==> src/rtl/mem_port_arbiter.sv <==
// Shares one single-port memory between the instruction fetch (IF) and data memory (DM) requesters.
// Define ARB_TIMEOUT_EN to add a BUSY watchdog that aborts with 32'hDEADBEEF and pulses timeout_err.
module mem_port_arbiter #(
    parameter int unsigned STARVE_LIMIT   = 4,
    parameter int unsigned TIMEOUT_CYCLES = 64
) (
    input  logic        clk,
    input  logic        rst,
    input  logic        if_req,
    input  logic [31:0] if_addr,
    output logic [31:0] if_rdata,
    output logic        if_ready,
    input  logic        dm_req,
    input  logic        dm_we,
    input  logic        dm_byte,
    input  logic [31:0] dm_addr,
    input  logic [31:0] dm_wdata,
    output logic [31:0] dm_rdata,
    output logic        dm_ready,
    output logic        mem_req,
    output logic        mem_we,
    output logic        mem_byte,
    output logic [31:0] mem_addr,
    output logic [31:0] mem_wdata,
    input  logic [31:0] mem_rdata,
    input  logic        mem_ack,
    output logic        stall
`ifdef ARB_TIMEOUT_EN
   ,output logic        timeout_err
`endif
);
    typedef enum logic [1:0] {IDLE, BUSY_IF, BUSY_DM, RESP} state_t;

    localparam logic [3:0] STARVE_MAX = 4'(STARVE_LIMIT);
    localparam logic       SEL_IF     = 1'b0;
    localparam logic       SEL_DM     = 1'b1;

    if (STARVE_LIMIT < 1 || STARVE_LIMIT > 15 || TIMEOUT_CYCLES < 1) begin : g_param_check
        $error("mem_port_arbiter: STARVE_LIMIT or TIMEOUT_CYCLES out of range");
    end

    state_t      state_q, state_d;
    logic [3:0]  starve_q, starve_d;
    logic        resp_sel_q, resp_sel_d;
    logic        mem_req_q, mem_req_d;
    logic        mem_we_q, mem_we_d;
    logic        mem_byte_q, mem_byte_d;
    logic [31:0] mem_addr_q, mem_addr_d;
    logic [31:0] mem_wdata_q, mem_wdata_d;
    logic [31:0] if_rdata_q, if_rdata_d;
    logic [31:0] dm_rdata_q, dm_rdata_d;
`ifdef ARB_TIMEOUT_EN
    localparam int unsigned TW = $clog2(TIMEOUT_CYCLES + 1);
    logic [TW-1:0] tmr_q, tmr_d;
    logic          tout_q, tout_d;
`endif

    always_ff @(posedge clk) begin
        if (rst) begin
            state_q     <= IDLE;
            starve_q    <= '0;
            resp_sel_q  <= SEL_IF;
            mem_req_q   <= 1'b0;
            mem_we_q    <= 1'b0;
            mem_byte_q  <= 1'b0;
            mem_addr_q  <= '0;
            mem_wdata_q <= '0;
            if_rdata_q  <= '0;
            dm_rdata_q  <= '0;
`ifdef ARB_TIMEOUT_EN
            tmr_q       <= '0;
            tout_q      <= 1'b0;
`endif
        end else begin
            state_q     <= state_d;
            starve_q    <= starve_d;
            resp_sel_q  <= resp_sel_d;
            mem_req_q   <= mem_req_d;
            mem_we_q    <= mem_we_d;
            mem_byte_q  <= mem_byte_d;
            mem_addr_q  <= mem_addr_d;
            mem_wdata_q <= mem_wdata_d;
            if_rdata_q  <= if_rdata_d;
            dm_rdata_q  <= dm_rdata_d;
`ifdef ARB_TIMEOUT_EN
            tmr_q       <= tmr_d;
            tout_q      <= tout_d;
`endif
        end
    end

    always_comb begin
        state_d     = state_q;
        starve_d    = starve_q;
        resp_sel_d  = resp_sel_q;
        mem_req_d   = mem_req_q;
        mem_we_d    = mem_we_q;
        mem_byte_d  = mem_byte_q;
        mem_addr_d  = mem_addr_q;
        mem_wdata_d = mem_wdata_q;
        if_rdata_d  = if_rdata_q;
        dm_rdata_d  = dm_rdata_q;
`ifdef ARB_TIMEOUT_EN
        tmr_d       = tmr_q;
        tout_d      = 1'b0;
`endif
        case (state_q)
            IDLE: begin
                // DM normally wins; IF is forced through once DM has won STARVE_LIMIT times in a row
                if (dm_req && !(if_req && starve_q == STARVE_MAX)) begin
                    state_d     = BUSY_DM;
                    mem_req_d   = 1'b1;
                    mem_we_d    = dm_we;
                    mem_byte_d  = dm_byte;
                    mem_addr_d  = dm_addr;
                    mem_wdata_d = dm_wdata;
                    if (!if_req)
                        starve_d = '0;
                    else if (starve_q != STARVE_MAX)
                        starve_d = starve_q + 4'd1;
`ifdef ARB_TIMEOUT_EN
                    tmr_d = TW'(TIMEOUT_CYCLES - 1);
`endif
                end else if (if_req) begin
                    state_d     = BUSY_IF;
                    mem_req_d   = 1'b1;
                    mem_we_d    = 1'b0;
                    mem_byte_d  = 1'b0;
                    mem_addr_d  = if_addr;
                    mem_wdata_d = '0;
                    starve_d    = '0;
`ifdef ARB_TIMEOUT_EN
                    tmr_d = TW'(TIMEOUT_CYCLES - 1);
`endif
                end
            end
            BUSY_IF, BUSY_DM: begin
                if (mem_ack) begin
                    state_d   = RESP;
                    mem_req_d = 1'b0;
                    if (state_q == BUSY_IF) begin
                        resp_sel_d = SEL_IF;
                        if_rdata_d = mem_rdata;
                    end else begin
                        resp_sel_d = SEL_DM;
                        dm_rdata_d = mem_we_q ? 32'h0 : mem_rdata;
                    end
                end
`ifdef ARB_TIMEOUT_EN
                else if (tmr_q == '0) begin
                    state_d   = RESP;
                    mem_req_d = 1'b0;
                    tout_d    = 1'b1;
                    if (state_q == BUSY_IF) begin
                        resp_sel_d = SEL_IF;
                        if_rdata_d = 32'hDEADBEEF;
                    end else begin
                        resp_sel_d = SEL_DM;
                        dm_rdata_d = 32'hDEADBEEF;
                    end
                end else begin
                    tmr_d = tmr_q - 1'b1;
                end
`endif
            end
            RESP:    state_d = IDLE;
            default: state_d = IDLE;
        endcase
    end

    assign mem_req   = mem_req_q;
    assign mem_we    = mem_we_q;
    assign mem_byte  = mem_byte_q;
    assign mem_addr  = mem_addr_q;
    assign mem_wdata = mem_wdata_q;
    assign if_rdata  = if_rdata_q;
    assign dm_rdata  = dm_rdata_q;
    assign if_ready  = (state_q == RESP) && (resp_sel_q == SEL_IF);
    assign dm_ready  = (state_q == RESP) && (resp_sel_q == SEL_DM);
    assign stall     = (if_req & ~if_ready) | (dm_req & ~dm_ready);
`ifdef ARB_TIMEOUT_EN
    assign timeout_err = tout_q;
`endif

endmodule

==> config.mk <==
export PLATFORM = sky130hd
export DESIGN_NAME = mem_port_arbiter
export DESIGN_NICKNAME = d
export VERILOG_FILES = /design/src/rtl/mem_port_arbiter.sv
export SDC_FILE = /design/constraint.sdc
export NUM_CORES = 1
export LEC_CHECK = 0
export ABC_CLOCK_PERIOD_IN_PS = 5150
export CAP_MARGIN = 20
export CORE_MARGIN = 1.5
export CORE_UTILIZATION = 43
export DETAILED_ROUTE_END_ITERATION = 6
export HOLD_SLACK_MARGIN = 0.12
export PLACE_DENSITY = 0.85
export SLEW_MARGIN = 20
export SYNTH_ARGS = -nofsm -noshare
export SYNTH_HDL_FRONTEND = slang
export SYNTH_SLANG_ARGS = --single-unit
==> constraint.sdc <==
create_clock -name clk -period 5.15 [get_ports clk]
set_input_delay 1.03 -clock clk [delete_from_list [all_inputs] [get_ports clk]]
set_output_delay 1.03 -clock clk [all_outputs]
set_load 0.02 [all_outputs]
==> results of run 1 <==
==> layout make-up <==
| type | instances | area (um2) | area share (%) |
|---|---|---|---|
| Clock inverter | 7 | 112.6 | 1.285 |
| Tap cell | 168 | 210.2 | 2.399 |
| Sequential cell | 138 | 2763 | 31.53 |
| Timing Repair Buffer | 275 | 2740 | 31.28 |
| Multi-Input combinational cell | 476 | 2411 | 27.52 |
| Clock buffer | 24 | 501.7 | 5.727 |
| Inverter | 6 | 22.52 | 0.2571 |
==> state kept, by name, indices dropped and copies added (netlist names) <==
register,count
dm_rdata,32
if_rdata,32
mem_addr,32
mem_byte,1
mem_req,1
mem_wdata,32
mem_we,1
resp_sel_q,1
starve_q,4
state_q,2
==> critical path: stages <==
cell and delay (ns):
clkdlybuf4s50_1 0.63, nor2_1 0.13, a21oi_1 0.20, clkdlybuf4s50_1 0.64
==> metrics by stage <==
step	instances	worst slack, ns	instance area, um2	util [%]	power, W
after detailed placement	1062	1.459	8132	66.86	0.003109
after global routing	1094	1.380	8761	72.04	0.004596
after floorplan	677	2.669	5411	-	0.002398
final	1094	1.485	8761	72.04	0.004351
after global placement	1062	1.493	8129	66.84	0.003086
after CTS	1093	1.453	8746	71.91	0.004377
==> power breakdown <==
group	internal, W	switching [W]	total, W
clock network	0.000821	0.000436	0.00126
logic	0.000710	0.000977	0.00169
registers	0.00129	0.000119	0.00141
==> path summary, 6_finish.rpt <==
check,slack (ns),to
max,1.49,stall
min reg2reg,0.45,dm_rdata[0]$_SDFFE_PP0P_
max reg2reg,2.75,mem_addr[30]$_SDFFE_PP0P_
min,0.45,dm_rdata[0]$_SDFFE_PP0P_
==> cells in the final DEF (no fill, tap or decap), types with 2 or more instances in the layout <==
cell type and instances:
a211oi_1 32, clkbuf_8 5, nand2_1 171, and2_1 2, clkbuf_16 17, clkdlybuf4s50_1 267, nor2_1 35, clkbuf_1 2
a31oi_1 2, buf_4 7, nand3b_1 34, bufinv_16 3, clkinv_2 3, nand3_1 37, inv_1 6, dfxtp_1 138
ha_1 7, a21oi_1 137
==> kinds of logic after synthesis <==
family	synth area share [%]
compound gates	18.50
fa+ha+maj	1.618
buf+inv	4.855
flops	51.05
mux	0.1850
simple gates	23.79
==> metal layers <==
layer,up-vias,track usage (%)
met2,216,43.93
met1,2669,29.45
met3,29,9.278
li1,2764,-
met4,0,9.136
met5,-,0
==> summary.txt, run 1 <==
Logic synthesis
  – Cells after synthesis: 677
  – Register area share after synthesis: 51.05%
  – Post-synth cell types: 31
  – Top post-synthesis cells by area: dfxtp_1, a21oi_1, nand2_1
  – Post-Syn Area: 5411 um2
  – Syn Area/Cell: 7.993 um2
  – Yosys warnings: 0
  – Most used DFF post-synth: dfxtp_1
  – FFs w/ async S/R, synth: 0%
  – Top-area cell type share of the netlist area: 51.05%
  – Register bit total from synthesis: 138
  – EDFF count, synth: 0
  – Most frequent cell after synthesis: nand2_1
  – Area leader, netlist: dfxtp_1
  – Synthesized Nets: 819
  – Commonest cells in the synthesized netlist: nand2_1, dfxtp_1, a21oi_1

Timing
  – Final Hold Fails: 0
  – Worst hold slack: 0.4484 ns
  – Slew @ Worst Pin: 1.063 ns
  – Setup TNS: 0 ns
  – RSZ-0062 raised after global routing: no
  – Final slew viol count: 0
  – Count of final setup violators: 0
  – Worst rel slew slack: 29.13%
  – Minimum clock period: 3.665 ns
  – Clk_skew: 0.007933 ns
  – Highest clock rate: 272.9 MHz
  – Fin crit share: 71.16%

Detailed routing
  – Avg WL per Cell: 15.44 um
  – Via-per-instance ratio: 5.190
  – Total number of vias: 5,678
  – DRT iter0 DRCs: 477
  – Top sig layer: met4
  – Post-DRT Antenna Nets: 0
  – Pre-antenna DRT Iters: 5
  – Wl on met1: 7029 um
  – Metal3 WL: 1356 um
  – Final wirelength: 16,890 um
  – Met2 WL: 8152 um
  – Drt drc: 0

Die
  – Std cell rows: 40
  – Die footprint: 13,270 um2
  – Chip height: 115.2 um
  – Starting Density: 44.50%
  – Die width: 115.2 um
  – # IOs: 269
  – Core area: 12,160 um2

Clock tree
  – TritonCTS Buffers: 17
  – Reg clk slew, reported paths: 0.05 ns
  – Clk buf depth: 2
  – Clk Latency, worst-skew pair: 0.41 ns
  – Hold Buf Count CTS: 0
  – Htree depth: 4
  – CTS sink count: 138
  – CTS tree: done
  – Root buffer cell: clkbuf_16
  – Setup Buffers After CTS: 0
  – Post-CTS resize count: 0

Critical path
  – R2R Path Start: state_q[1]$_SDFFE_PP0P_
  – Max FO, Critical Path: 7
  – Reg2reg path depth: 6
  – Critical Path AT: 2.63 ns
  – CP required: 4.12 ns
  – Kind of critical path: primary input to output port
  – Crit path from: dm_req
  – CP startpoint kind: primary input
  – Worst Setup End Kind: output port

Final layout
  – Filler cells: 942
  – Antenna cells: 0
  – Area growth, synth to finish: 61.90%
  – Layout cells sized above 1: 4.860%
  – Layout Nets: 1,056

Hold path
  – Worst Hold Depth: 2
  – Worst hold path type: flip-flop to flip-flop
  – Hold Path Origin: dm_rdata[0]$_SDFFE_PP0P_

GRT
  – Total track usage: 25.60%
  – Largest net degree at the start of global routing: 91
  – Initial antenna violation count: 0
  – Remaining global-route overflow: 0
  – Number of global-route vias before repair: 5,477
  – First-pass GRT wire length: 26,810 um

Run
  – Max-cap violations: 0

Placed design
  – IO buf count: 268
  – DP Wirelength: 11,030 um
  – Gp weighted congestion: 0.8295

Pwr
  – Pleak: 3.119 nW
  – Cell Pwr Density: 496.7 nW/um2
  – VDD IR-drop max: 0.3560 mV

Outcome
  – Status: completed
Power figures use the tool's default switching activity.
==> inputs of run 2 (changes only) <==
--- a/config.mk
+++ b/config.mk
@@ -5,13 +5,13 @@
 export SDC_FILE = /design/constraint.sdc
 export NUM_CORES = 1
 export LEC_CHECK = 0
-export ABC_CLOCK_PERIOD_IN_PS = 5150
+export ABC_CLOCK_PERIOD_IN_PS = 3000
 export CAP_MARGIN = 20
 export CORE_MARGIN = 1.5
-export CORE_UTILIZATION = 43
+export CORE_UTILIZATION = 36
 export DETAILED_ROUTE_END_ITERATION = 6
 export HOLD_SLACK_MARGIN = 0.12
-export PLACE_DENSITY = 0.85
+export PLACE_DENSITY = 0.76
 export SLEW_MARGIN = 20
 export SYNTH_ARGS = -nofsm -noshare
 export SYNTH_HDL_FRONTEND = slang
==> constraint.sdc (replaced) <==
create_clock -name clk -period 3 [get_ports clk]
set_input_delay 0.6 -clock clk [delete_from_list [all_inputs] [get_ports clk]]
set_output_delay 0.6 -clock clk [all_outputs]
set_load 0.02 [all_outputs]
==> summary.txt, run 2 (synthesis results as in run 1) <==
Critical path
  – Reg2reg path depth: 6
  – Critical Path AT: 2.11 ns
  – Worst Setup End Kind: output port
  – CP startpoint kind: primary input
  – RR Endpoint: dm_rdata[10]$_SDFFE_PP0P_
  – R2r setup slk: 1.07 ns
  – Crit path from: dm_req
  – Kind of critical path: primary input to output port
  – Max FO, Critical Path: 7
  – CP required: 2.40 ns
  – R2R Path Start: state_q[0]$_SDFFE_PP0P_

Run
  – Max-cap violations: 0

Pwr
  – Pleak: 3.123 nW
  – Cell Pwr Density: 833.3 nW/um2
  – VDD IR-drop max: 0.7848 mV

Die
  – # IOs: 269
  – Chip height: 125.6 um
  – Core area: 14,590 um2
  – Die width: 125.6 um
  – Die footprint: 15,780 um2
  – Std cell rows: 44
  – Starting Density: 37.09%

Final layout
  – Layout Nets: 1,062
  – Area growth, synth to finish: 62.64%
  – Design area: 8801 um2
  – Antenna cells: 0
  – Most common cell after layout, fill and taps aside: clkdlybuf4s50_1
  – Most frequent cells in the layout: clkdlybuf4s50_1, nand2_1, dfxtp_1
  – Layout cells sized above 1: 5.573%

Timing
  – Final slew viol count: 0
  – Slew @ Worst Pin: 0.6809 ns
  – Final Hold Fails: 0
  – Highest clock rate: 368.5 MHz
  – Worst hold slack: 0.4500 ns
  – Count of final setup violators: 0
  – Fin crit share: 90.47%
  – Setup TNS: 0 ns
  – Minimum clock period: 2.714 ns
  – Clk_skew: 0.009706 ns
  – Worst rel slew slack: 54.60%
  – RSZ-0062 raised after global routing: no

Detailed routing
  – Drt drc: 0
  – Final wirelength: 17,180 um
  – DRT iter0 DRCs: 390
  – Via-per-instance ratio: 5.045
  – Post-DRT Antenna Nets: 0
  – Total number of vias: 5,635
  – Avg WL per Cell: 15.38 um
  – Pre-antenna DRT Iters: 4

Placed design
  – DP Wirelength: 11,450 um
  – Post-place instance area: 8239 um2
  – IO buf count: 268
  – Gp weighted congestion: 0.8098

Clock tree
  – Root buffer cell: clkbuf_16
  – CTS sink count: 138
  – Post-CTS resize count: 0
  – Reg clk slew, reported paths: 0.06 ns
  – Htree depth: 4
  – Clk Latency, worst-skew pair: 0.42 ns
  – TritonCTS Buffers: 17
  – CTS tree: done
  – Hold Buf Count CTS: 0
  – Clk buf depth: 2
  – Setup Buffers After CTS: 0

GRT
  – Largest net degree at the start of global routing: 62
  – First-pass GRT wire length: 27,550 um
  – Initial antenna violation count: 0
  – Remaining global-route overflow: 0
  – Number of global-route vias before repair: 5,347
  – Total track usage: 21.72%

Hold path
  – Worst Hold Depth: 2
  – Hold Path Origin: dm_rdata[0]$_SDFFE_PP0P_
  – Worst hold path type: flip-flop to flip-flop
  – Hold EP: dm_rdata[0]$_SDFFE_PP0P_

Outcome
  – Status: completed
==> run 2: cell count changes in the layout (fill, tap and decap cells not counted), sizes merged <==
cell	before	now
bufinv	3	1
buf	8	14
clkinvlp	1	4
clkinv	3	6
clkbuf	24	19
inv	6	8
==> run 2: how the worst max path moves through the flow <==
| stage | endpoint | cells after the start |
|---|---|---|
| after global placement | stall | 4 |
| after global routing | stall | 4 |
| after CTS | stall | 4 |
| after detailed placement | stall | 4 |
| after floorplan | dm_rdata[10]$_SDFFE_PP0P_ | 8 |
| final | stall | 4 |
==> run 2: stage by stage <==
step	setup WS, ns	utilization (%)	cells	total power, W
after floorplan	1.302	-	677	0.004117
after global placement	0.2997	56.48	1085	0.005357
after detailed placement	0.2823	56.48	1085	0.005388
after CTS	0.2818	60.33	1117	0.007388
after global routing	0.1857	60.33	1117	0.007771
final	0.2860	60.33	1117	0.007334
==> run 2: power breakdown <==
group	switching (W)	internal [W]
sequential	0.000194	0.00221
combinational	0.00169	0.00126
clock	0.000816	0.00116
total	0.00270	0.00463
==> run 2: layout make-up <==
cell class	instances	area [um2]
clock buffers	19	442.9
fillers	1339	5788
inverters	6	22.52
repair buffers	281	2815
flip-flops and latches	138	2763
well taps	184	230.2
multi-input cells	476	2409
clock inverters	13	118.9
==> run 2: critical path, cell delays in order <==
cell and delay (ns):
clkdlybuf4s50_1 0.63, mux2i_1 0.12, a21oi_1 0.15, clkdlybuf4s50_1 0.62
==> run 2: per-layer routing <==
| metal | wire [um] | part of all wire (%) | vias up | GRT usage (%) |
|---|---|---|---|---|
| met5 | 0 | 0 | - | 0 |
| met4 | 277 | 1.6 | 0 | 7.955 |
| met3 | 1657 | 9.6 | 24 | 7.702 |
| met2 | 8257 | 48 | 219 | 36.00 |
| met1 | 6988 | 41 | 2611 | 25.91 |
| li1 | - | - | 2781 | - |
